File: config.mk
export PLATFORM = sky130hd
export DESIGN_NAME = light_sequence_monitor_flat
export DESIGN_NICKNAME = d
export VERILOG_FILES = /design/src/rtl/light_sequence_monitor_if.sv /design/src/rtl/light_sequence_monitor.sv /design/src/flat_wrapper.sv
export SDC_FILE = /design/constraint.sdc
export NUM_CORES = 1
export LEC_CHECK = 0
export ABC_AREA = 1
export CAP_MARGIN = 40
export CORE_ASPECT_RATIO = 1.1
export CORE_MARGIN = 8
export CORE_UTILIZATION = 45
export CTS_BUF_LIST = sky130_fd_sc_hd__clkbuf_2
export DETAILED_ROUTE_END_ITERATION = 16
export GPL_ROUTABILITY_DRIVEN = 0
export GPL_TIMING_DRIVEN = 0
export HOLD_SLACK_MARGIN = 0.1
export PLACE_DENSITY = 0.7
export SLEW_MARGIN = 20
export SYNTH_ARGS = -nofsm -noshare
export SYNTH_HDL_FRONTEND = slang
export SYNTH_SLANG_ARGS = --single-unit
File: constraint.sdc
create_clock -name clk -period 2.3 [get_ports clk]
set_input_delay 0.46 -clock clk [delete_from_list [all_inputs] [get_ports clk]]
set_output_delay 0.46 -clock clk [all_outputs]
set_load 0.05 [all_outputs]
File: src/rtl/light_sequence_monitor_if.sv
// Signal bundle between the light controller side and the sequence monitor.
// The controller drives the observed code and qualifiers; the monitor returns status.
interface light_sequence_monitor_if #(
  parameter int unsigned CNT_W = 8,
  parameter int unsigned CYC_W = 16
) ();
  logic [1:0]       light_in;
  logic             en;
  logic             clear_fault;
  logic [1:0]       phase;
  logic             phase_valid;
  logic [CNT_W-1:0] dwell;
  logic [CYC_W-1:0] cycles;
  logic             fault;
  logic [2:0]       fault_code;
  logic             err_pulse;
  logic             safe_to_cross;

  modport master (
    output light_in, en, clear_fault,
    input  phase, phase_valid, dwell, cycles, fault, fault_code, err_pulse, safe_to_cross
  );

  modport slave (
    input  light_in, en, clear_fault,
    output phase, phase_valid, dwell, cycles, fault, fault_code, err_pulse, safe_to_cross
  );
endinterface

File: src/rtl/light_sequence_monitor.sv
// Traffic-light sequence safety monitor: checks codes, Red->Yellow->Green order and dwell
// limits, latches a sticky fault, counts completed cycles and drives the crossing enable.
module light_sequence_monitor #(
  parameter int unsigned CNT_W     = 8,
  parameter int unsigned CYC_W     = 16,
  parameter int unsigned MIN_DWELL = 1,
  parameter int unsigned MAX_DWELL = 255
) (
  input  logic                    clk,
  input  logic                    reset,
  light_sequence_monitor_if.slave bus
);

  typedef enum logic [1:0] {
    ST_INIT  = 2'd0,
    ST_TRACK = 2'd1,
    ST_FAULT = 2'd2
  } state_t;

  localparam logic [1:0] C_RED = 2'b00;
  localparam logic [1:0] C_YEL = 2'b01;
  localparam logic [1:0] C_GRN = 2'b10;
  localparam logic [1:0] C_BAD = 2'b11;

  localparam logic [2:0] FC_NONE    = 3'd0;
  localparam logic [2:0] FC_ILLEGAL = 3'd1;
  localparam logic [2:0] FC_BADTRAN = 3'd2;
  localparam logic [2:0] FC_SHORT   = 3'd3;
  localparam logic [2:0] FC_TIMEOUT = 3'd4;

  localparam logic [CNT_W-1:0] L_MIN_DWELL = CNT_W'(MIN_DWELL);
  localparam logic [CNT_W-1:0] L_MAX_DWELL = CNT_W'(MAX_DWELL);

  state_t           r_state, w_state;
  logic [1:0]       r_phase, w_phase;
  logic             r_phase_valid, w_phase_valid;
  logic [CNT_W-1:0] r_dwell, w_dwell;
  logic [CYC_W-1:0] r_cycles, w_cycles;
  logic             r_fault, w_fault;
  logic [2:0]       r_fault_code, w_fault_code;
  logic             r_err_pulse, w_err_pulse;
  logic             r_safe, w_safe;
  logic             w_hit;
  logic [2:0]       w_hit_code;
  logic [1:0]       w_succ;

  // Next-state and next-output logic; a detected violation is folded in after the case.
  always_comb begin
    w_state       = r_state;
    w_phase       = r_phase;
    w_phase_valid = r_phase_valid;
    w_dwell       = r_dwell;
    w_cycles      = r_cycles;
    w_fault       = r_fault;
    w_fault_code  = r_fault_code;
    w_err_pulse   = 1'b0;
    w_hit         = 1'b0;
    w_hit_code    = FC_NONE;
    w_succ        = (r_phase == C_RED) ? C_YEL :
                    (r_phase == C_YEL) ? C_GRN : C_RED;

    unique case (r_state)
      ST_INIT: begin
        if (bus.en) begin
          if (bus.light_in == C_BAD) begin
            w_hit      = 1'b1;
            w_hit_code = FC_ILLEGAL;
          end else begin
            w_phase       = bus.light_in;
            w_phase_valid = 1'b1;
            w_dwell       = CNT_W'(1);
            w_state       = ST_TRACK;
          end
        end
      end
      ST_TRACK: begin
        if (bus.en) begin
          if (bus.light_in == C_BAD) begin
            w_hit      = 1'b1;
            w_hit_code = FC_ILLEGAL;
          end else if (bus.light_in == r_phase) begin
            if (r_dwell == L_MAX_DWELL) begin
              w_hit      = 1'b1;
              w_hit_code = FC_TIMEOUT;
            end else begin
              w_dwell = r_dwell + CNT_W'(1);
            end
          end else if (bus.light_in != w_succ) begin
            w_hit      = 1'b1;
            w_hit_code = FC_BADTRAN;
          end else if (r_dwell < L_MIN_DWELL) begin
            w_hit      = 1'b1;
            w_hit_code = FC_SHORT;
          end else begin
            // Only Green->Red closes a full light cycle.
            if (r_phase == C_GRN && bus.light_in == C_RED) begin
              w_cycles = r_cycles + CYC_W'(1);
            end
            w_phase = bus.light_in;
            w_dwell = CNT_W'(1);
          end
        end
      end
      ST_FAULT: begin
        if (bus.clear_fault) begin
          w_state       = ST_INIT;
          w_fault       = 1'b0;
          w_fault_code  = FC_NONE;
          w_phase_valid = 1'b0;
          w_dwell       = '0;
        end
      end
      default: begin
        w_state = ST_INIT;
      end
    endcase

    // Tracking registers keep their pre-fault values; only the fault status changes.
    if (w_hit) begin
      w_state       = ST_FAULT;
      w_fault       = 1'b1;
      w_fault_code  = w_hit_code;
      w_err_pulse   = 1'b1;
      w_phase       = r_phase;
      w_phase_valid = r_phase_valid;
      w_dwell       = r_dwell;
      w_cycles      = r_cycles;
    end

    w_safe = w_phase_valid & (w_phase == C_RED) & ~w_fault;
  end

  // State and output registers.
  always_ff @(posedge clk) begin
    if (reset) begin
      r_state       <= ST_INIT;
      r_phase       <= C_RED;
      r_phase_valid <= 1'b0;
      r_dwell       <= '0;
      r_cycles      <= '0;
      r_fault       <= 1'b0;
      r_fault_code  <= FC_NONE;
      r_err_pulse   <= 1'b0;
      r_safe        <= 1'b0;
    end else begin
      r_state       <= w_state;
      r_phase       <= w_phase;
      r_phase_valid <= w_phase_valid;
      r_dwell       <= w_dwell;
      r_cycles      <= w_cycles;
      r_fault       <= w_fault;
      r_fault_code  <= w_fault_code;
      r_err_pulse   <= w_err_pulse;
      r_safe        <= w_safe;
    end
  end

  assign bus.phase         = r_phase;
  assign bus.phase_valid   = r_phase_valid;
  assign bus.dwell         = r_dwell;
  assign bus.cycles        = r_cycles;
  assign bus.fault         = r_fault;
  assign bus.fault_code    = r_fault_code;
  assign bus.err_pulse     = r_err_pulse;
  assign bus.safe_to_cross = r_safe;

endmodule

File: src/flat_wrapper.sv
// flat-port wrapper written by rule: the top's interface ports become plain ports
module light_sequence_monitor_flat 
#(
  parameter int unsigned CNT_W     = 8,
  parameter int unsigned CYC_W     = 16,
  parameter int unsigned MIN_DWELL = 1,
  parameter int unsigned MAX_DWELL = 255
)
  (clk, reset, bus_light_in, bus_en, bus_clear_fault, bus_phase, bus_phase_valid, bus_dwell, bus_cycles, bus_fault, bus_fault_code, bus_err_pulse, bus_safe_to_cross);
  light_sequence_monitor_if #(.CNT_W(CNT_W), .CYC_W(CYC_W)) bus_i ();
  input  logic clk;
  input  logic reset;
  input wire logic [$bits(bus_i.light_in)-1:0] bus_light_in;
  input wire logic [$bits(bus_i.en)-1:0] bus_en;
  input wire logic [$bits(bus_i.clear_fault)-1:0] bus_clear_fault;
  output wire logic [$bits(bus_i.phase)-1:0] bus_phase;
  output wire logic [$bits(bus_i.phase_valid)-1:0] bus_phase_valid;
  output wire logic [$bits(bus_i.dwell)-1:0] bus_dwell;
  output wire logic [$bits(bus_i.cycles)-1:0] bus_cycles;
  output wire logic [$bits(bus_i.fault)-1:0] bus_fault;
  output wire logic [$bits(bus_i.fault_code)-1:0] bus_fault_code;
  output wire logic [$bits(bus_i.err_pulse)-1:0] bus_err_pulse;
  output wire logic [$bits(bus_i.safe_to_cross)-1:0] bus_safe_to_cross;
  assign bus_i.light_in = bus_light_in;
  assign bus_i.en = bus_en;
  assign bus_i.clear_fault = bus_clear_fault;
  assign bus_phase = bus_i.phase;
  assign bus_phase_valid = bus_i.phase_valid;
  assign bus_dwell = bus_i.dwell;
  assign bus_cycles = bus_i.cycles;
  assign bus_fault = bus_i.fault;
  assign bus_fault_code = bus_i.fault_code;
  assign bus_err_pulse = bus_i.err_pulse;
  assign bus_safe_to_cross = bus_i.safe_to_cross;
  light_sequence_monitor #(.CNT_W(CNT_W), .CYC_W(CYC_W), .MIN_DWELL(MIN_DWELL), .MAX_DWELL(MAX_DWELL)) u_core (.clk(clk), .reset(reset), .bus(bus_i));
endmodule
==> reports/qor.csv <==
stage,metric,value,unit
finish,Final Instance Area,2610,sq um
global_route,largest net degree at the start of global routing,11,
routing,Via density,5.06,
finish,"most common cell after layout, fill and taps aside",nand2_1,
synth,Yosys top cell by area,dfxtp_1,
clock_network,"Hold-fix buffers, CTS",0,
routing,drt total wl,5.21,mm
worst_setup_path,CP Max Fanout,6,
pwr,P per Cell Area,809,nW/um^2
clock_network,clock transition at the registers of the reported paths,0.18,ns
placed_design,Detail Placement HPWL,3.96,mm
worst_setup_path,Worst Setup End Kind,output pin,
die,full die area,7210,sq um
worst_setup_path,crit start category,flop,
worst_setup_path,CP Class,reg2out,
global_route,antenna violations before repair,0,
die,DIE WIDTH,81.7,microns
synth,fraction of registers with async set/reset,0,%
clock_network,Resized cells post-CTS,0,
finish,fillers,496,
clock_network,clock root cell,clkbuf_2,
synth,Yosys cell types,38,
worst_setup_path,Crit. Startpoint,u_core.bus.phase[1],
synth,Syn Inst Count,320,
hold_path,worst min-delay path category,reg2reg,
timing,upper clock frequency limit,461,MHz
routing,drt drc,0,
pwr,Leakage,1.07,nW
job,MaxCap Viol Count,0,
finish,# diodes,0,
pwr,overall power,2.11,mW
die,Die Ht,88.3,microns
worst_setup_path,RR Startpoint,u_core.r_state[1],
placed_design,DP Worst Slack,-0.0687,ns
die,core area,4620,sq um
worst_setup_path,WP data arrival,1.71,ns
pwr,VDD IR max,0.302,mV
routing,Vias,2129,
global_route,vias in the first global route,2012,
finish,layout cell share with drive strength beyond 1,10.4,%
finish,Layout Nets,376,
synth,post-synth top area share,32.8,%
die,Initial Util,46.2,%
synth,post-synthesis sequential area ratio,32.8,%
timing,Final Max Tran Viols,0,
status,outcome,finished clean,
synth,"Avg Cell Area, Syn",6.67,sq um
worst_setup_path,cell family with most CP delay,buffers and inverters,
timing,setup repair after global routing missed its margin,no,
worst_setup_path,Levels on crit path,1,
timing,period utilization,94.4,%
clock_network,CTS tree,built,
worst_setup_path,Worst R2R Setup Slack,0.27,ns
synth,Mapped Nets,332,
routing,antenna-violating nets left,0,
worst_setup_path,R2R depth,10,
finish,most frequent cells in the layout,"nand2_1 (60), inv_1 (47), clkdlybuf4s50_1 (37)",
routing,first-iteration detailed-routing DRC count,104,
timing,final setup vio count,0,
timing,Final Critical Period,2.17,ns
clock_network,CTS buffer count,5,
synth,synthesized flop and latch total,35,
synth,Syn. warnings,0,
global_route,GR Overflow Total,0,
routing,1st-pass router iterations,4,
worst_setup_path,worst reg2reg path endpoint,u_core.bus.cycles[10],
synth,ranking of synthesized cells by area,"dfxtp_1 (33%), nand2_1 (11%), inv_1 (8.3%)",
finish,"non-filler cells, final",421,
placed_design,placed inst area,2580,sq um
synth,Synth Flop Type,dfxtp_1,
die,# rows,26,
worst_setup_path,critical-path cell list,clkdlybuf4s50_1,
synth,"Cell Area, Synth",2140,sq um
global_route,GRT Resource Usage Total,15.2,%
die,Ports,39,
clock_network,worst skew pair latency,0.37,ns
worst_setup_path,CP max-delay cell,clkdlybuf4s50_1,
routing,drt wl/cell,12.4,microns
worst_setup_path,"Buf+Inv Stages, Crit Path",1,
placed_design,Port Buffers,37,
timing,worst slew pin tran,0.519,ns
global_route,first-pass GRT wire length,8.81,mm
timing,relative slew slack,65.3,%
worst_setup_path,CP max stage delay,0.85,ns
placed_design,dpl cells,413,
clock_network,maximum clock insertion buffer count,2,
clock_network,# clock sinks,35,
timing,setup ws final,0.130,ns
clock_network,post-CTS setup buffers,0,
finish,Area Overhead vs Synth,22.4,%
synth,number of flops mapped to enable cells by yosys,0,
timing,clock skew,0.00834,ns
worst_setup_path,critical path required time,1.84,ns
worst_setup_path,critical path capture point,bus_phase[1],
timing,"Hold Vio Cnt, Final",0,
clock_network,H-tree depth,2,
==> state kept, by name (all words and copies together), names as in the netlist <==
register,cells
u_core.bus.fault,1
u_core.bus.dwell,8
u_core.bus.cycles,16
u_core.bus.fault_code,3
u_core.bus.phase_valid,1
u_core.bus.phase,2
u_core.bus.err_pulse,1
u_core.r_state,2
u_core.bus.safe_to_cross,1
==> worst min path at each step <==
stage | start | slack [ns] | depth (start not counted) | endpoint
floorplan | u_core.r_state[1] | 0.48 | 2 | u_core.r_state[1]
global placement | u_core.bus.fault_code[2] | 0.45 | 2 | u_core.bus.fault_code[2]
detailed placement | u_core.bus.fault_code[1] | 0.45 | 2 | u_core.bus.fault_code[1]
CTS | u_core.bus.fault_code[1] | 0.47 | 2 | u_core.bus.fault_code[1]
global route | u_core.bus.fault_code[2] | 0.51 | 2 | u_core.bus.fault_code[2]
finish | u_core.bus.fault_code[1] | 0.47 | 2 | u_core.bus.fault_code[1]
==> cell type report <==
class | instances | area [sq um] | share of cell area (%)
clock buffers | 6 | 30.0 | 1.15
repair buffers | 37 | 370 | 14.2
inverters | 56 | 211 | 8.09
plain buffers | 6 | 42.5 | 1.63
clock inverters | 2 | 7.51 | 0.287
flip-flops and latches | 35 | 701 | 26.8
well taps | 56 | 70.1 | 2.68
multi-input cells | 223 | 1180 | 45.2
==> worst min-delay path, stage by stage, from the launching register on <==
cell     delay [ns]
dfxtp_1        0.35
nand2_1        0.06
a21oi_1        0.05
==> Yosys cell counts, types with 2 or more instances <==
cell type,instances
clkbuf_1,2
nand4_1,7
ha_1,6
inv_2,8
a31oi_1,3
buf_6,2
nand2_2,7
nand3_2,2
nor3b_1,3
nor2_2,2
inv_1,47
nand2_1,60
o21ai_0,18
a21oi_1,24
dfxtp_1,35
xor2_1,4
nor3_1,12
nor2_1,35
nand3_1,18
nor4_1,2
o21ai_1,6
==> per-layer routing <==
metal | global-route usage (%) | share of wire, % | up-vias | wire, microns
met3 | 4.07 | 4.2 | 4 | 221
met4 | 4.79 | 1.0 | 0 | 52
met1 | 17.4 | 46 | 964 | 2410
met5 | 0 | 0 | - | 0
met2 | 26.5 | 48 | 35 | 2520
li1 | - | - | 1126 | -
==> report_power, final <==
group,switching (mW),leakage (nW),internal [mW]
Combinational,0.734,0.759,0.352
Clock,0.207,0.0281,0.0734
Sequential,0.0690,0.284,0.679
Total,1.01,1.07,1.10
==> kinds of logic after synthesis <==
family                   after synthesis  synth area share, %
adder cells (fa/ha/maj)                6                 3.51
buffers and inverters                 62                 11.9
XOR/XNOR                               5                 2.05
AO/OA/AOI/OAI                         56                 13.9
AND/OR/NAND/NOR                      156                 35.8
flip-flops                            35                 32.8
==> stage by stage <==
| stage | utilization (%) | setup TNS, ns | hold slack [ns] |
|---|---|---|---|
| 6_report | 56.6 | 0 | 0.472 |
| 5_1_grt | 56.6 | 0 | 0.511 |
| 4_1_cts | 56.6 | 0 | 0.475 |
| 3_5_place_dp | 55.8 | -0.276 | 0.451 |
| 3_3_place_gp | 55.8 | -0.157 | 0.452 |
| 2_1_floorplan | - | 0 | 0.477 |
Note: power is estimated with default switching activity, not from simulation.
